$ cat src/rtl/maze_gen.sv
// maze_gen: binary-tree maze carver; in start/num/seed, out map (row-major, 1=passable)/busy/done/map_valid/err
module maze_gen #(
  parameter int NMAX = 19
) (
  input  logic                 clk,
  input  logic                 rst,
  input  logic                 start,
  input  logic [4:0]           num,
  input  logic [15:0]          seed,
  output logic [NMAX*NMAX-1:0] map,
  output logic                 busy,
  output logic                 done,
  output logic                 map_valid,
  output logic                 err
);
  localparam int IW = $clog2(NMAX*NMAX);
  localparam logic [1:0] IDLE = 2'd0, CARVE = 2'd1, DONE = 2'd2;
  logic [1:0] state_q, state_d;
  logic [NMAX*NMAX-1:0] map_q, map_d;
  logic busy_q, busy_d, done_q, done_d, valid_q, valid_d, err_q, err_d;
  logic [4:0] num_q, num_d, x_q, x_d, y_q, y_d;
  logic [15:0] lfsr_q, lfsr_d, lfsr_nx;
  logic [IW-1:0] idx, widx, nidx;
  logic legal, last_x, west, north;
  always_comb begin
    legal = num[0] && num >= 5'd5 && num <= 5'(NMAX);
    idx = IW'(y_q) * IW'(num_q) + IW'(x_q);
    widx = idx - IW'(1);
    nidx = idx - IW'(num_q);
    last_x = x_q == num_q - 5'd1;
    west = x_q != 5'd0 && (y_q == 5'd0 || !lfsr_q[0]);
    north = y_q != 5'd0 && (x_q == 5'd0 || lfsr_q[0]);
    lfsr_nx = {1'b0, lfsr_q[15:1]} ^ (lfsr_q[0] ? 16'hB400 : 16'h0);
    state_d = state_q;
    map_d = map_q;
    busy_d = busy_q;
    done_d = 1'b0;
    valid_d = valid_q;
    err_d = 1'b0;
    num_d = num_q;
    x_d = x_q;
    y_d = y_q;
    lfsr_d = lfsr_q;
    if (state_q == IDLE && start) begin
      if (legal) begin
        state_d = CARVE;
        map_d = '0;
        valid_d = 1'b0;
        busy_d = 1'b1;
        num_d = num;
        lfsr_d = seed == 16'h0 ? 16'hACE1 : seed;
        x_d = 5'd0;
        y_d = 5'd0;
      end else begin
        err_d = 1'b1;
      end
    end else if (state_q == CARVE) begin
      map_d[idx] = 1'b1;
      if (west) map_d[widx] = 1'b1;
      if (north) map_d[nidx] = 1'b1;
      lfsr_d = lfsr_nx;
      x_d = last_x ? 5'd0 : x_q + 5'd2;
      y_d = last_x ? y_q + 5'd2 : y_q;
      state_d = last_x && y_q == num_q - 5'd1 ? DONE : CARVE;
    end else if (state_q == DONE) begin
      state_d = IDLE;
      done_d = 1'b1;
      busy_d = 1'b0;
      valid_d = 1'b1;
    end
  end
  always_ff @(posedge clk) begin
    if (rst) begin
      state_q <= IDLE;
      map_q <= '0;
      busy_q <= 1'b0;
      done_q <= 1'b0;
      valid_q <= 1'b0;
      err_q <= 1'b0;
      num_q <= 5'd5;
      x_q <= 5'd0;
      y_q <= 5'd0;
      lfsr_q <= 16'hACE1;
    end else begin
      state_q <= state_d;
      map_q <= map_d;
      busy_q <= busy_d;
      done_q <= done_d;
      valid_q <= valid_d;
      err_q <= err_d;
      num_q <= num_d;
      x_q <= x_d;
      y_q <= y_d;
      lfsr_q <= lfsr_d;
    end
  end
  assign map = map_q;
  assign busy = busy_q;
  assign done = done_q;
  assign map_valid = valid_q;
  assign err = err_q;
endmodule

$ cat config.mk
export PLATFORM = sky130hd
export DESIGN_NAME = maze_gen
export DESIGN_NICKNAME = d
export VERILOG_FILES = /design/src/rtl/maze_gen.sv
export SDC_FILE = /design/constraint.sdc
export NUM_CORES = 1
export LEC_CHECK = 0
export ABC_AREA = 1
export CAP_MARGIN = 20
export CORE_MARGIN = 4
export CORE_UTILIZATION = 35
export CTS_BUF_LIST = sky130_fd_sc_hd__clkbuf_4 sky130_fd_sc_hd__clkbuf_8
export CTS_CLUSTER_DIAMETER = 40
export DETAILED_ROUTE_END_ITERATION = 10
export PLACE_DENSITY = 0.61
export SETUP_SLACK_MARGIN = 0.4
export SLEW_MARGIN = 20
export SYNTH_ARGS = -nofsm -noshare
export SYNTH_HDL_FRONTEND = slang
export SYNTH_SLANG_ARGS = --single-unit
$ cat constraint.sdc
create_clock -name clk -period 12.7 [get_ports clk]
set_input_delay 1.27 -clock clk [delete_from_list [all_inputs] [get_ports clk]]
set_output_delay 1.27 -clock clk [all_outputs]
set_load 0.02 [all_outputs]
==> results.rst <==
.. list-table::
   :header-rows: 1

   * - Metric
     - Value
   * - Outcome
     - finished clean
   * - Per-instance average area after synthesis
     - 6.77 um^2
   * - Slew Limit Headroom
     - 18.4%
   * - Critical setup path kind
     - reg2reg
   * - I/O Buffers
     - 388
   * - Total count of hold-check failures in the final report
     - 0
   * - Routed WL
     - 104000 um
   * - Wire per inst
     - 22.6 um
   * - Worst reg-to-reg path cell count
     - 21
   * - Post-CTS Hold Buffers
     - 0
   * - Maximum fanout along the worst path
     - 69
   * - Initial Utilization
     - 35.5%
   * - Yosys warns
     - 0
   * - Antenna violations before repair
     - 1
   * - Post-synthesis adder-cell area fraction
     - 2.69%
   * - Required time reported for the critical path endpoint
     - 13.29 ns
   * - Number of buffers on the longest clock path
     - 3
   * - Delay of the slowest cell on the worst path
     - 0.79 ns
   * - Resized cells post-CTS
     - 0
   * - Number of H-tree levels
     - 3
   * - Internal power summed over all cells
     - 2400 uW
   * - Total global routing overflow
     - 0
   * - Simple-gate portion of the synthesized area
     - 32.8%
   * - Synth unique cells
     - 44
   * - Iteration-0 DRC count of the detailed router
     - 3350
   * - Part of the power in the clock network
     - 38.1%
   * - Power per cell area
     - 142 mW/mm^2
   * - Launching element type of the critical path
     - flip-flop
   * - Arrival @ worst endpoint
     - 7.47 ns
   * - Setup-violating endpoint count in the final report
     - 0
   * - Number of maximum-capacitance constraint violations
     - 0
   * - Number of clock sinks seen by CTS
     - 396
   * - Max rail drop VDD
     - 0.132 mV
   * - Total routing usage reported by global routing
     - 27.6%
   * - Series of cell instances along the critical path
     - nand2_1 > inv_1 > fa_1 > ha_1 > inv_1 > fa_1 > fa_1 > inv_1 > ha_1 > a21oi_1 > nand2_1 > nand2_1 > nand2_1 > o21ai_1 > nand2_4 > inv_4 > buf_4 > nand3_1 > o21ai_0 > nand2_1 > a21oi_1
   * - Endpoint type of the worst setup path
     - flip-flop
   * - Slew at the pin closest to its max-slew limit
     - 1.22 ns
   * - Vias
     - 26100
   * - Share of the clock period used by the worst path
     - 54.1%
   * - Num CTS Buffers
     - 90
   * - Synth-to-Final Area Change
     - 26.1%
   * - Part of the power in combinational logic
     - 31.9%
   * - Router iterations before antenna repair
     - 5
   * - Most used flip-flop cell after synthesis
     - dfxtp_1
   * - Footprint of the flip-flops and latches
     - 0.00793 mm^2
   * - Min-delay worst type
     - reg2reg
   * - Net Sw Power
     - 1810 uW
   * - Nets
     - 3740
   * - Fraction of the yosys area taken by sequential cells
     - 33.8%
   * - RePlAce Congestion
     - 0.872
   * - Unrepaired setup endpoints after global routing
     - false
   * - Fraction of synthesized area in multiplexers
     - 0%
   * - Wire length of the first global-routing pass
     - 152000 um
   * - Clock root buffer master
     - clkbuf_8
   * - FMAX
     - 145 MHz
   * - Via count of the first global-routing pass
     - 23600
   * - Count of final max-slew check failures
     - 0
   * - Post-Synth XOR/XNOR Area
     - 0.512%
   * - Row count
     - 94
   * - Inst Count DP
     - 4446
   * - Share of the synthesized area in compound gates (AO/OA/AOI/OAI)
     - 19.6%
   * - Clock insertion delay at the later pin of the skew report
     - 0.68 ns
   * - Largest net degree at the start of global routing
     - 197
   * - CTS clk-pin slew, worst paths
     - 0.07 ns
   * - Fill cell count
     - 6781
   * - Proportion of layout cells with a drive suffix above 1
     - 7.85%
   * - Slowest-stage cell, CP
     - fa_1
   * - Overall die height
     - 267 um
   * - Clock tree from TritonCTS
     - yes
   * - Switching Fraction
     - 43.1%
   * - Leakage power
     - 0.0100 uW
   * - Clock Skew
     - 0.0312 ns
   * - Netlist area before placement
     - 0.0235 mm^2
   * - Dominant combinational cell family by area after synthesis
     - simple AND/OR/NAND/NOR gates
   * - Area of the die
     - 0.0712 mm^2
   * - Number of DRC violations after detailed routing
     - 0
   * - Footprint of the multi-input gates
     - 0.0133 mm^2
   * - Number of enable-type register cells in the synthesized netlist
     - 0
   * - Final-layout setup total negative slack
     - 0 ns
   * - Antenna violation net count after detailed routing
     - 0
   * - Post-route insts no fill
     - 4608
   * - Placed wire-length estimate
     - 61900 um
   * - Period minus WS final
     - 6.88 ns
   * - Count of state elements after synthesis
     - 396
   * - Most prevalent standard cell on the critical path
     - nand2_1
   * - Area of the placeable core
     - 0.0661 mm^2
   * - Die width
     - 267 um
   * - Proportion of power drawn by flip-flops and latches
     - 30.0%
   * - Cell count after synthesis
     - 3465
   * - Number of vias per cell after detailed routing
     - 5.67
   * - Cell depth of the worst hold path
     - 2
   * - Fraction of registers with async set/reset
     - 0%
   * - IO Pins
     - 389
   * - Number of buffers inserted by post-CTS setup repair
     - 0
-- worst paths after layout --
check                  from   endpoint  slack, ns
setup reg to reg     y_q[3]   map[256]       5.82
hold reg to reg   map_valid  map_valid       0.47
hold / removal    map_valid  map_valid       0.47
setup / recovery     y_q[3]   map[256]       5.82
-- state kept, by name, summed over array words and instances, names as in the netlist --
signal and cells:
map 361, lfsr_q 16, num_q 5, x_q 4
y_q 4, state_q 2, busy 1, done 1
err 1, map_valid 1
-- through the flow --
stage               util [%]  worst slack [ns]  hold slack (ns)  area [um^2]  power, uW
floorplan                  -              8.05            0.443        23500       2160
global placement        41.7              6.08            0.454        27500       2590
detailed placement      41.7              6.02            0.456        27600       2600
CTS                     44.7              5.98            0.467        29600       4190
global route            44.7              5.42            0.489        29600       4350
finish                  44.7              5.82            0.467        29600       4210
-- routing by layer --
layer | GRT usage (%) | vias to the layer above | routed length, um
met2 | 44.1 | 1330 | 47700
met3 | 5.58 | 202 | 9370
met4 | 10.5 | 0 | 3980
met1 | 37.0 | 12400 | 43100
li1 | - | 12200 | -
met5 | 0 | - | 0
-- final cells by class --
class | instances | area share [%]
multi-input combinational | 2468 | 44.9
clock inverter | 33 | 1.20
timing repair buffer | 422 | 14.2
clock buffer | 128 | 5.47
inverter | 296 | 3.77
sequential | 396 | 26.8
antenna | 1 | 0.00846
tap | 864 | 3.66
-- cells in the final DEF, fill, tap and decap left out, drive strengths merged, types with 81 or more instances in the layout --
cell / n
a21oi: 448
clkbuf: 128
clkdlybuf4s50: 387
dfxtp: 396
inv: 297
nand2: 908
nand3: 246
nand4: 365
nor2: 83
o21ai: 81
o21bai: 233
-- Yosys cell counts (12+ instances only) --
| cell type | instances | area share (%) |
|---|---|---|
| nand2_1 | 899 | 14 |
| a21oi_1 | 446 | 9.5 |
| dfxtp_1 | 396 | 34 |
| nand4_1 | 365 | 9.7 |
| inv_1 | 284 | 4.5 |
| o21bai_1 | 233 | 7.5 |
| nand3_1 | 224 | 4.8 |
| clkbuf_1 | 199 | 3.2 |
| nor2_1 | 70 | 1.1 |
| o21ai_1 | 57 | 1.2 |
| buf_2 | 44 | 0.94 |
| buf_1 | 40 | 0.64 |
| ha_1 | 28 | 1.5 |
| o21ai_0 | 24 | 0.51 |
| buf_6 | 15 | 0.72 |
| fa_1 | 14 | 1.2 |
| nand3_4 | 12 | 0.90 |
-- power groups by stage --
| stage | sequential, uW | combinational, uW | clock (uW) |
|---|---|---|---|
| after floorplan | 1290 | 878 | 0 |
| after global placement | 1290 | 1310 | 0 |
| after detailed placement | 1290 | 1310 | 0 |
| after CTS | 1260 | 1310 | 1620 |
| after global routing | 1260 | 1400 | 1680 |
| final | 1260 | 1340 | 1600 |
-- critical path: cells and delay by family, from the launching register on --
family	cells	cell delay, ns
AOI/OAI and AO/OA	4	0.80
adders and majority gates	5	2.39
buffers and inverters	5	1.58
DFF	1	0.56
and+or+nand+nor	7	1.34
-- logic make-up after synthesis --
kind of cell / Yosys count
and+or+nand+nor: 1620
AOI/OAI and AO/OA: 789
buffers and inverters: 604
DFF: 396
adders and majority gates: 42
xor gates and xnor gates: 12
other: 2
Power figures use the tool's default switching activity.
